[src/rtl/phase_sequencer.sv]
// Multicycle phase sequencer: one-hot fetch..writeback phases with stalls,
// start/halt control, stuck-stall watchdog and cycle/instret counters.
module phase_sequencer #(
    parameter int CNT_W     = 64,
    parameter int WDT_LIMIT = 255
) (
    input  logic             clk,
    input  logic             rst,
    input  logic             start,
    input  logic             halt_req,
    input  logic             stall_fetch,
    input  logic             stall_decode,
    input  logic             stall_execute,
    input  logic             stall_memoryaccess,
    input  logic             stall_writeback,
    output logic             phase_fetch,
    output logic             phase_decode,
    output logic             phase_execute,
    output logic             phase_memoryaccess,
    output logic             phase_writeback,
    output logic             busy,
    output logic             halted,
    output logic             timeout,
    output logic [CNT_W-1:0] cycle_count,
    output logic [CNT_W-1:0] instret
);

    localparam int WDT_W = $clog2(WDT_LIMIT + 1);
    localparam logic [WDT_W-1:0] WDT_LAST = WDT_W'(WDT_LIMIT - 1);

    typedef enum logic [2:0] {
        IDLE,
        FETCH,
        DECODE,
        EXECUTE,
        MEMACC,
        WB,
        HALT
    } state_t;

    state_t           state;
    state_t           state_nxt;
    logic [WDT_W-1:0] wdt;
    logic             halt_pend;
    logic             stall_cur;
    logic             trip;
    logic             retire;

    assign phase_fetch        = (state == FETCH);
    assign phase_decode       = (state == DECODE);
    assign phase_execute      = (state == EXECUTE);
    assign phase_memoryaccess = (state == MEMACC);
    assign phase_writeback    = (state == WB);
    assign halted             = (state == HALT);
    assign busy = phase_fetch | phase_decode | phase_execute
                | phase_memoryaccess | phase_writeback;

    // Only the stall of the phase currently active matters.
    always_comb begin
        stall_cur = 1'b0;
        unique case (state)
            FETCH:   stall_cur = stall_fetch;
            DECODE:  stall_cur = stall_decode;
            EXECUTE: stall_cur = stall_execute;
            MEMACC:  stall_cur = stall_memoryaccess;
            WB:      stall_cur = stall_writeback;
            default: stall_cur = 1'b0;
        endcase
    end

    always_comb begin
        state_nxt = state;
        trip      = 1'b0;
        retire    = 1'b0;
        unique case (state)
            IDLE, HALT: begin
                if (start) state_nxt = FETCH;
            end
            FETCH, DECODE, EXECUTE, MEMACC, WB: begin
                if (stall_cur) begin
                    // Trip at the end of the WDT_LIMIT-th stalled cycle.
                    if (wdt >= WDT_LAST) begin
                        state_nxt = HALT;
                        trip      = 1'b1;
                    end
                end else begin
                    unique case (state)
                        FETCH:   state_nxt = DECODE;
                        DECODE:  state_nxt = EXECUTE;
                        EXECUTE: state_nxt = MEMACC;
                        MEMACC:  state_nxt = WB;
                        default: begin
                            retire    = 1'b1;
                            state_nxt = (halt_pend || halt_req) ? HALT : FETCH;
                        end
                    endcase
                end
            end
            default: state_nxt = IDLE;
        endcase
    end

    always_ff @(posedge clk) begin
        if (rst) begin
            state       <= IDLE;
            wdt         <= '0;
            halt_pend   <= 1'b0;
            timeout     <= 1'b0;
            cycle_count <= '0;
            instret     <= '0;
        end else begin
            state <= state_nxt;
            if (state_nxt != state) begin
                wdt <= '0;
            end else if (busy && stall_cur) begin
                wdt <= wdt + WDT_W'(1);
            end
            if (state_nxt == HALT) begin
                halt_pend <= 1'b0;
            end else if (busy && halt_req) begin
                halt_pend <= 1'b1;
            end
            if (trip) begin
                timeout <= 1'b1;
            end else if (state == HALT && start) begin
                timeout <= 1'b0;
            end
            if (busy) cycle_count <= cycle_count + CNT_W'(1);
            if (retire) instret <= instret + CNT_W'(1);
        end
    end

endmodule

[config.mk]
export PLATFORM = sky130hd
export DESIGN_NAME = phase_sequencer
export DESIGN_NICKNAME = d
export VERILOG_FILES = /design/src/rtl/phase_sequencer.sv
export SDC_FILE = /design/constraint.sdc
export NUM_CORES = 1
export LEC_CHECK = 0
export CORE_MARGIN = 10
export CORE_UTILIZATION = 55
export DETAILED_ROUTE_END_ITERATION = 8
export PLACE_DENSITY_LB_ADDON = 0.15
export SYNTH_ARGS = -nofsm -noshare
export SYNTH_HDL_FRONTEND = slang
export SYNTH_SLANG_ARGS = --single-unit
[constraint.sdc]
create_clock -name clk -period 6.1 [get_ports clk]
set_input_delay 1.22 -clock clk [delete_from_list [all_inputs] [get_ports clk]]
set_output_delay 1.22 -clock clk [all_outputs]
set_load 0.01 [all_outputs]
# After elaboration in Yosys (flattened, before gate mapping)
# Index checks and enable logic that the tools add are counted.
# op_classes
bitwise	4
order_cmp	1
n_addsub	3
n_eq_ne	8
n_mux	15
n_reduce_logical	11
# ops
operator	count
adder 64 x 1 -> 64 bit, second input constant	2
== test 3 bit, second input constant	4
2-to-1 mux 3 bit	4
one-hot mux 3 bit (4 select lines)	1
adder 8 x 1 -> 8 bit, second input constant	1
>= comparator 8 bit, second input constant	1
2-to-1 mux 1 bit	8
== test 3 x 2 -> 1 bit, second input constant	2
one-hot mux 3 bit (2 select lines)	1
OR reduction 2 bit	3
one-hot mux 1 bit (5 select lines)	1
OR reduction 5 bit	1
OR 1 bit	4
OR reduction 4 bit	1
== test 3 x 1 -> 1 bit, second input constant	1
logical AND 1 bit	3
zero test 3 bit	1
!= test 3 bit	1
nonzero test 2 bit	1
logical OR 1 bit	1
# word_totals
out_inout_bits	136
elab_cells	48
in_bits	9
register_bits	141

# Longest topological paths before layout
# logic_depth
word_depth	7
depth_mapped	8
depth_no_buf	7

# Worst setup path after synthesis
# Ideal clock, no wire load.
# synth_path
path_kind	in2reg
from	input port stall_memoryaccess
to	register instret[49]
cell_stages	7
arrival_time_ps	2778
required_time_ps	5968
path_buffers	2
path_slack_ps	3190
cell_sequence	mux2i_4 nand3_4 or4_4 clkbuf_1 buf_1 o31ai_1 a21oi_1
# synth_between
elab_chain_cells	3
# synth_rtl
element	line_no	source
from (decl)	14	input logic stall_memoryaccess,
one-hot mux 1 bit (5 select lines)	61	unique case (state)
2-to-1 mux 1 bit	80	if (stall_cur) begin
2-to-1 mux 1 bit	75	unique case (state)
to (signal assigned)	129	if (retire) instret <= instret + CNT_W'(1);
to (decl)	25	output logic [CNT_W-1:0] instret
# Every way passes these cells.
# A chain may end at the register's enable or synchronous reset.

# Worst setup path in the final report
# layout_path
from	register state[0]
to	output port busy
# layout_between
elab_chain_cells	5
elab_cells_between_ends	9
classes_between	5 x eq/ne; 4 x bitwise
# layout_rtl
element	line_no	source
from (decl)	41	state_t state;
from (signal assigned)	112	state <= state_nxt;
== test 3 x 1 -> 1 bit or == test 3 x 2 -> 1 bit (tied branches)	49, 50	
OR 1 bit (2 in series)	55	assign busy = phase_fetch | phase_decode | phase_execute
OR 1 bit	56	| phase_memoryaccess | phase_writeback;
OR 1 bit (*)	56	
to (decl)	21	output logic busy,
# Mark *: on every way between the ends. The rest lies on a longest branch, timed or not.

==> metrics.md <==
| Metric | Value |
|---|---|
| Syn Std Cell Area | `7320 sq um` |
| Distinct cell type count after synthesis | `66` |
| DRT Pass-1 Iters | `5` |
| Starting Density | `55.7%` |
| Cts bufs inserted | `17` |
| Placement Cell Area | `8790 sq um` |
| HPWL after DPL | `13.1 mm` |
| Antenna diodes | `0` |
| RSZ-0062 raised after global routing | `false` |
| DRC | `0` |
| Post-synthesis register bit count | `141` |
| Layout cells sized above 1 | `6.53%` |
| Placer Congestion | `0.828` |
| First-pass GRT wire length | `32.5 mm` |
| Detail Route met2 WL | `9.45 mm` |
| Overflow after GRT | `0` |
| Final Hold Viols | `0` |
| Worst vdd ir | `0.000191 V` |
| Setup_tns | `0 ns` |
| Ys async rst share | `0%` |
| CTS tree | `built` |
| Top Layer Used | `met4` |
| Row cnt | `42` |
| Initial antenna violation count | `0` |
| DIE WIDTH | `135 um` |
| CP max FO | `27` |
| Fmax | `259 MHz` |
| Starting DRT DRC Count | `498` |
| Post-route cell area | `9450 sq um` |
| Final Setup Violations | `0` |
| Clock transition at path regs | `0.05 ns` |
| Total die area | `18300 sq um` |
| Final core utilization | `71.9%` |
| CTS Buffer Depth | `2` |
| Antenna Nets Post-Route | `0` |
| Slew Viols, Final | `0` |
| Crit Path Category | `register to primary output` |
| Total Wirelength | `19.9 mm` |
| # IOs | `145` |
| Largest net degree at the start of global routing | `93` |
| Core outline area | `13100 sq um` |
| Number of synthesized flops with an enable pin | `0` |
| Clk root buf | `clkbuf_16` |
| Skew-Pair Late Insertion Delay | `0.42 ns` |
| Yosys warnings | `0` |
| Routed vias | `7274` |
| WL/cell | `16.7 um` |
| WL met3 | `1.33 mm` |
| Clk sinks | `141` |
| Final nets | `1011` |
| Synth Instances | `886` |
| Vias in the first global route | `6587` |
| Worst Max-Slew Pin Slew | `1.12 ns` |
| Fin crit period | `3.85 ns` |
| H-tree depth | `4` |
| Syn nets | `899` |
| Post-CTS Hold Buffers | `0` |
| Vias per cell | `6.13` |
| Chip height | `135 um` |
| Slew margin rel. | `25.4%` |
| LEAKAGE | `2.88 nW` |
| Worst endpoint data arrival time | `2.63 ns` |
| Worst hold path class | `register to register` |
| Total GRT Usage | `21.1%` |
| Ratio of final minimum period to clock period | `63.2%` |
| Register area share after synthesis | `38.6%` |
| PostCTS Resize Cnt | `0` |
| Post-synthesis average cell area | `8.26 sq um` |
| Crit end category | `primary output` |
| Max-cap violation count | `0` |
| Worst EP required | `4.88 ns` |
| Met1 Wirelength | `8.80 mm` |
| Clock Skew | `0.0101 ns` |
| Synthesis-to-finish area growth | `29.0%` |
| Startpoint class of the critical path | `register` |
| Primary FF master, synth | `dfxtp_1` |
| Outcome | `completed` |
| Post-CTS setup repair buffer count | `0` |
| Cell Pwr Density | `262 nW/um^2` |
| IO Port Bufs | `144` |
## power by group
part	internal [W]	switching, W	total (W)
Sequential	0.000943	0.0000638	0.00101
Clock	0.000756	0.000392	0.00115
Combinational	0.000143	0.000177	0.000320
Total	0.00184	0.000633	0.00247
## critical path, stage by stage, from the launching register on
cell             delay, ns
dfxtp_1               0.88
nor3_2                0.15
nor2_1                0.53
clkdlybuf4s50_1       0.66
## sequential cells by signal, summed over array words and instances (netlist names)
register	cells
instret	64
state	3
timeout	1
wdt	8
cycle_count	64
halt_pend	1
## layout by cell type, fill, tap and decap left out, drive strengths merged, types with 3 or more instances in the layout
master,n
a21o,3
nor2b,13
dfxtp,141
bufinv,5
nor2,60
clkinv,3
clkbuf,21
clkinvlp,3
and2,8
or2,4
nand3,42
o211ai,3
xor2,20
nand3b,4
and4,15
nor3,26
or3,31
nand4,48
nand2,56
and3,20
a21oi,89
inv,15
ha,4
nor4,18
buf,6
mux2,10
or4,56
xnor2,23
clkdlybuf4s50,143
o21ai,35
o31ai,53
nand2b,6
o2111ai,3
## final timing paths
kind | cells past startpoint | to | slack [ns] | from
max | 3 | busy | 2.25 | state[0]
max reg2reg | 5 | instret[44] | 2.74 | state[0]
min reg2reg | 2 | timeout | 0.49 | timeout
min | 2 | timeout | 0.49 | timeout
## per-layer routing
layer / up-vias / GRT usage [%]
met5: - / 0
met2: 195 / 33.7
li1: 3593 / -
met3: 31 / 6.57
met1: 3455 / 26.6
met4: 0 / 6.58
## final cells by class
| class | instances | area [sq um] |
|---|---|---|
| Multi-Input combinational cell | 674 | 4210 |
| Clock buffer | 21 | 470 |
| Inverter | 15 | 56.3 |
| Tap cell | 176 | 220 |
| Timing Repair Buffer | 149 | 1480 |
| Sequential cell | 141 | 2820 |
| Clock inverter | 11 | 188 |
| Fill cell | 1037 | 3690 |
## Yosys cell counts, types with 13 or more instances
cell type / number / share of area (%)
and4_1: 15 / 1.8
nand2_1: 56 / 2.9
o31ai_1: 53 / 5.4
and3_1: 20 / 1.7
nor2_1: 60 / 3.1
a21oi_1: 89 / 6.1
dfxtp_1: 141 / 39
nor3_1: 24 / 1.6
nand4_1: 47 / 4.0
clkbuf_1: 49 / 2.5
nor2b_1: 13 / 1.1
nand3_1: 39 / 2.7
o21ai_0: 34 / 2.3
or4_1: 55 / 5.6
nor4_1: 15 / 1.3
xnor2_1: 23 / 2.8
or3_1: 31 / 2.6
xor2_1: 20 / 2.4
inv_1: 15 / 0.77
## cell families (layout without fill, tap and decap cells)
| family | count (synthesis) | after routing | synth area share [%] |
|---|---|---|---|
| buf+inv | 71 | 196 | 3.90 |
| mux | 12 | 12 | 1.98 |
| simple gates | 415 | 415 | 33.2 |
| fa+ha+maj | 4 | 4 | 0.684 |
| compound gates | 200 | 200 | 16.5 |
| flops | 141 | 141 | 38.6 |
| xor+xnor | 43 | 43 | 5.14 |
## metrics by stage
step                      instances  power [W]  hold WS (ns)  worst slack [ns]
after floorplan                 886    0.00125         0.468              3.19
after global placement         1155    0.00134         0.469              2.20
after detailed placement       1155    0.00134         0.473              2.14
after CTS                      1187    0.00249         0.484              2.23
after global routing           1187    0.00257         0.504              2.08
final                          1187    0.00247         0.487              2.25
Power figures use the tool's default switching activity.
